<file path="src/rtl/rc_filter_array.sv">
// rc_filter_array: multi-channel input conditioner that replaces RC low-pass
// and debounce networks. Each channel runs a two-flop synchroniser and then
// one of two filters:
//   MODE 0: saturating integrator with hysteresis (models RC charge/discharge)
//   MODE 1: stable-sample debouncer
// Each channel produces a clean level and one-cycle rise/fall strobes.
// A shared prescaler sets the filter sample rate.
module rc_filter_array #(
  parameter int CHANNELS    = 4,
  parameter int CNT_WIDTH   = 8,
  parameter int MODE        = 0,
  parameter int RISE_THRESH = 192,
  parameter int FALL_THRESH = 64,
  parameter int PRESCALE    = 1
) (
  input  logic                clk,
  input  logic                rst,
  input  logic [CHANNELS-1:0] din,
  output logic [CHANNELS-1:0] dout,
  output logic [CHANNELS-1:0] rise,
  output logic [CHANNELS-1:0] fall,
  output logic                tick
);

  localparam int CMAX = (1 << CNT_WIDTH) - 1;
  localparam int PC_W = (PRESCALE > 1) ? $clog2(PRESCALE) : 1;

  localparam logic [CNT_WIDTH-1:0] CMAX_C = '1;
  localparam logic [CNT_WIDTH-1:0] RISE_C = CNT_WIDTH'(RISE_THRESH);
  localparam logic [CNT_WIDTH-1:0] FALL_C = CNT_WIDTH'(FALL_THRESH);
  localparam logic [PC_W-1:0]      PC_LAST = PC_W'(PRESCALE - 1);

  // Reject parameter sets that would make the filter meaningless.
  if (CHANNELS < 1 || PRESCALE < 1 || CNT_WIDTH < 1 || CNT_WIDTH > 30) begin : g_bad_geometry
    $error("rc_filter_array: illegal CHANNELS/PRESCALE/CNT_WIDTH");
  end
  if (MODE == 0) begin : g_chk_mode0
    if (!(FALL_THRESH >= 0 && FALL_THRESH < RISE_THRESH && RISE_THRESH <= CMAX)) begin : g_bad
      $error("rc_filter_array: mode 0 needs FALL_THRESH < RISE_THRESH <= CMAX");
    end
  end else if (MODE == 1) begin : g_chk_mode1
    if (!(RISE_THRESH >= 1 && RISE_THRESH <= CMAX &&
          FALL_THRESH >= 1 && FALL_THRESH <= CMAX)) begin : g_bad
      $error("rc_filter_array: mode 1 needs 1 <= thresholds <= CMAX");
    end
  end else begin : g_bad_mode
    $error("rc_filter_array: MODE must be 0 or 1");
  end

  logic [CHANNELS-1:0]  s1_q, s2_q;
  logic [PC_W-1:0]      pc_q;
  logic                 tick_q;
  logic                 step_en;
  logic [CNT_WIDTH-1:0] cnt_q [CHANNELS];
  logic [CNT_WIDTH-1:0] cnt_d [CHANNELS];
  logic [CHANNELS-1:0]  dout_q, dout_d;
  logic [CHANNELS-1:0]  rise_q, rise_d;
  logic [CHANNELS-1:0]  fall_q, fall_d;

  // The filters advance on the same edge that raises tick.
  assign step_en = (pc_q == PC_LAST);

  // Two-flop synchroniser, clocked every cycle independent of the prescaler.
  // NOTE: sequential state uses non-blocking assignments so every flop samples
  // pre-edge values; blocking here would collapse s1 and s2 into one stage.
  always_ff @(posedge clk or posedge rst) begin
    if (rst) begin
      s1_q <= '0;
      s2_q <= '0;
    end else begin
      s1_q <= din;
      s2_q <= s1_q;
    end
  end

  // Prescaler: pc wraps at PRESCALE-1; tick is the registered wrap strobe.
  always_ff @(posedge clk or posedge rst) begin
    if (rst) begin
      pc_q   <= '0;
      tick_q <= 1'b0;
    end else begin
      tick_q <= step_en;
      pc_q   <= step_en ? '0 : pc_q + PC_W'(1);
    end
  end

  // Per-channel filter next-state: integrator or debouncer, plus edge detect.
  always_comb begin
    for (int i = 0; i < CHANNELS; i++) begin
      // NOTE: every output of this block gets a hold value before any branch,
      // so no path leaves it unassigned and no latch is inferred.
      cnt_d[i]  = cnt_q[i];
      dout_d[i] = dout_q[i];
      if (step_en) begin
        if (MODE == 0) begin
          if (s2_q[i] && cnt_q[i] != CMAX_C) begin
            cnt_d[i] = cnt_q[i] + CNT_WIDTH'(1);
          end else if (!s2_q[i] && cnt_q[i] != '0) begin
            cnt_d[i] = cnt_q[i] - CNT_WIDTH'(1);
          end
          // Hysteresis band: between the thresholds the level holds.
          if (cnt_d[i] >= RISE_C) begin
            dout_d[i] = 1'b1;
          end else if (cnt_d[i] <= FALL_C) begin
            dout_d[i] = 1'b0;
          end
        end else begin
          if (s2_q[i] == dout_q[i]) begin
            cnt_d[i] = '0;
          end else begin
            cnt_d[i] = cnt_q[i] + CNT_WIDTH'(1);
            // The threshold depends on which way the level is trying to move.
            if (cnt_d[i] == (dout_q[i] ? FALL_C : RISE_C)) begin
              dout_d[i] = s2_q[i];
              cnt_d[i]  = '0;
            end
          end
        end
      end
    end
    // On non-tick cycles dout_d equals dout_q, so both strobes fall to 0.
    rise_d = dout_d & ~dout_q;
    fall_d = ~dout_d & dout_q;
  end

  // Filter state and registered outputs.
  always_ff @(posedge clk or posedge rst) begin
    if (rst) begin
      // NOTE: the counter array is ordinary state, not a RAM, and must clear
      // on reset so filtering restarts from an empty integrator.
      cnt_q  <= '{default: '0};
      dout_q <= '0;
      rise_q <= '0;
      fall_q <= '0;
    end else begin
      cnt_q  <= cnt_d;
      dout_q <= dout_d;
      rise_q <= rise_d;
      fall_q <= fall_d;
    end
  end

  assign dout = dout_q;
  assign rise = rise_q;
  assign fall = fall_q;
  assign tick = tick_q;

endmodule

</file>
<file path="config.mk">
export PLATFORM = sky130hd
export DESIGN_NAME = rc_filter_array
export DESIGN_NICKNAME = d
export VERILOG_FILES = /design/src/rtl/rc_filter_array.sv
export SDC_FILE = /design/constraint.sdc
export NUM_CORES = 1
export LEC_CHECK = 0
export ABC_AREA = 1
export CORE_MARGIN = 1
export CORE_UTILIZATION = 30
export CTS_CLUSTER_DIAMETER = 40
export CTS_CLUSTER_SIZE = 24
export DETAILED_ROUTE_END_ITERATION = 8
export GPL_ROUTABILITY_DRIVEN = 0
export GPL_TIMING_DRIVEN = 0
export HOLD_SLACK_MARGIN = 0.03
export PLACE_DENSITY = 0.42
export SLEW_MARGIN = 40
export SYNTH_ARGS = -nofsm -noshare
export SYNTH_HDL_FRONTEND = slang
export SYNTH_SLANG_ARGS = --single-unit
</file>
<file path="constraint.sdc">
create_clock -name clk -period 2.3 [get_ports clk]
set_input_delay 0.575 -clock clk [delete_from_list [all_inputs] [get_ports clk]]
set_output_delay 0.575 -clock clk [all_outputs]
set_load 0.005 [all_outputs]
</file>
==> qor.txt <==
Net Sw Power: 2.24 mW
First-pass GRT wire length: 13,800 µm
Synth Net Count: 546
Power share of the combinational group: 0.493
Top cell type by total area after synthesis: dfrtp_1
Reg2reg end: dout[3]
Depth of the worst register-to-register path: 13
Category of the worst setup path launch point: flop
DRC violations left: 1
Share of synthesized area occupied by flip-flops and latches: 0.365
Synth cell types: 32
Leading cell types by total area after synthesis: dfrtp_1 37%, nand2_1 20%, inv_1 7.2%
Max-slew violations: 0
Sinks on Clock Net: 53
Aggregate routed wire length: 7850 µm
Die boundary width: 112 µm
Area share of the largest cell type after synthesis: 0.365
Number of enable-type register cells in the synthesized netlist: 0
Required time worst endpoint: 2500 ps
Pre-Repair DR Iteration Count: 6
Max Freq: 491 MHz
Clock latency on the worst-skew pair: 310 ps
Status: finished, violations left
Clock network fraction of total power: 0.186
Unrepaired setup endpoints after global routing: false
Aggregate global routing overflow: 0
Flop pwr share: 0.321
Antenna Cells: 0
Clock buffer count from CTS: 5
Power Internal: 2.75 mW
Met2 layer usage reported by global route: 0.214
Main synth FF type: dfrtp_1
Area of the core: 11,600 µm²
Clock tree from TritonCTS: done
Area growth from synthesis to layout: 16.4%
Die Outline Area: 12,600 µm²
Busiest layer in global routing: met2
Post-CTS Resized: 0
Met1 layer usage reported by global route: 0.186
Post-Place Worst Slack: 258 ps
Cell area power density: 1180 nW/µm²
Final-stage net count: 576
Buffer type at the clock tree root: clkbuf_16
Violation count after the first detailed-route iteration: 123
Post-synthesis area per instance: 6.88 µm²
Via total after detailed routing: 3,169
Standard-cell rows: 39
Final setup slack of the worst path: 265 ps
Final cycle utilization of the critical path: 0.885
Antenna-violating nets left: 0
H-tree Lvls: 2
Switching share of power: 0.448
DR WL/cell: 11.2 µm
Via count of the first global-routing pass: 2,931
Die Ht: 112 µm
Clock-pin slew reported for the worst setup and hold paths after clock tree synthesis: 70 ps
Critical path class: reg -> reg
I/O Buffers: 18
Ys Warns: 0
Class of the tightest hold or removal check: reg -> reg
Fraction of registers with async set/reset: 1.00
CP Capture Type: flop
Reg-to-Reg Start: cnt_q[0]
Count of endpoints failing hold in the final timing report: 0
Max FO, Critical Path: 7
Start point of the worst min-delay path: s1_q[2]
Cell area after technology mapping: 3630 µm²
Pin count of the biggest net entering global routing: 42
Worst-case register-to-register setup slack: 260 ps
Cts-stage hold buffer count: 0
GR met3 Demand/Resource: 0.0351
Most frequent cell after synthesis: nand2_1
Worst hold slack across all endpoints: 351 ps
Clock tree buffer depth: 2
Synth Register Bits: 53
IR Drop Worst-Case VDD: 0.393 mV
Arrival time of the worst setup path: 2230 ps
Buffer count from post-CTS setup fixing: 0
Minimum clock period: 2040 ps
Commonest cells post-synth: 189 x nand2_1, 70 x inv_1, 53 x dfrtp_1, 41 x nand3_1, 36 x nor2_1
Setup-violating endpoint count in the final report: 0
PnR Total Power: 4.99 mW
Number of stages on the worst hold path: 0
I/O pin cnt: 19
Placed cells: 690
Leakage: 2.19 nW
Filler cell count: 1,260
Worst hold path endpoint: s2_q[2]
Number of antenna violations at the first check in global routing: 0
Synth Instances: 528
Count of max-cap constraint violations: 0
Filler-free cell count of the finished design: 702
Detailed Place HPWL: 5810 µm
Initial core utilization: 0.313
Fraction of final layout cells with drive strength greater than 1: 0.120
Average via count per standard cell: 4.51
Total global routing track utilization: 0.139
Failing checks: DRC
Cell area reported after detailed placement: 4020 µm²
Area of all placed cells without fillers: 4230 µm²
Maximum clock skew at final layout: 6.01 ps
==> placed cells by master, fill, tap and decap left out, types with 3 or more instances in the layout <==
cell             synthesis  final
a21oi_1                 20     20
nor2_1                  36     36
clkbuf_16                0      5
xor2_1                   8      8
ha_1                    12     12
a21oi_2                  3      3
nand3_1                 41     41
inv_2                    4      4
o21ai_0                 13     13
nand2_1                189    189
nand4_1                 12     12
nand3b_1                 5      5
inv_1                   70     69
nand2_4                  4      4
nand3_2                  3      3
dfrtp_1                 53     53
buf_4                    1      5
clkdlybuf4s50_1          0     18
buf_2                    6      6
nor2_2                   9      9
nand2_2                 11     11
nor3_1                  10     10
nor2_4                   4      4
==> power groups by stage <==
stage,clock network (mW),registers [mW],logic (mW)
global route,1.01,1.66,2.85
global placement,0,1.62,2.44
CTS,0.979,1.60,2.47
floorplan,0,1.53,1.92
finish,0.929,1.60,2.46
detailed placement,0,1.62,2.46
==> how the worst max path moves through the flow <==
stage | from | end | slack, ps
after CTS | cnt_q[0] | dout[3] | 240
after floorplan | rst | cnt_q[0] | 440
final | cnt_q[0] | dout[3] | 260
after detailed placement | cnt_q[0] | dout[3] | 260
after global placement | rst | cnt_q[14] | -740
after global routing | cnt_q[9] | fall[2] | 20
==> kinds of logic after synthesis <==
family	after synthesis	share of synthesized area
AO/OA/AOI/OAI	42	0.0689
XOR/XNOR	9	0.0217
adder cells (fa/ha/maj)	12	0.0413
buffers and inverters	84	0.0954
flip-flops	53	0.365
other	1	0.00103
AND/OR/NAND/NOR	327	0.407
==> stage by stage <==
stage,setup TNS (ps),util
global route,0,0.364
detailed placement,0,0.346
CTS,0,0.362
floorplan,0,-
finish,0,0.364
global placement,-39220,0.344
==> flip-flops by register name, indices dropped and copies added, names as in the netlist <==
register  cells
fall          4
tick          1
rise          4
s2_q          4
dout          4
s1_q          4
cnt_q        32
==> per-layer routing <==
| layer | up-vias | part of all wire |
|---|---|---|
| li1 | 1703 | - |
| met3 | 9 | 0.028 |
| met4 | 0 | 0.018 |
| met5 | - | 0 |
| met1 | 1426 | 0.53 |
| met2 | 31 | 0.43 |
==> layout make-up <==
cell class	count	area (µm²)	share of cell area
inverters	75	289	0.0683
plain buffers	9	60.1	0.0142
clock buffers	6	139	0.0328
repair buffers	23	238	0.0562
multi-input cells	391	1960	0.464
flip-flops and latches	53	1330	0.314
clock inverters	2	37.5	0.00888
well taps	143	179	0.0423
==> critical path, cell delays in order (launching register included) <==
cell	delay [ps]
dfrtp_1	450
inv_1	220
ha_1	210
nand3_2	120
nor2_1	150
nor2_2	80
nand2_1	90
nand2_1	50
a21oi_1	170
nand2_1	70
nor2_1	130
nand2_1	80
nand2_1	60
nor2_1	40
Note: power is estimated with default switching activity, not from simulation.
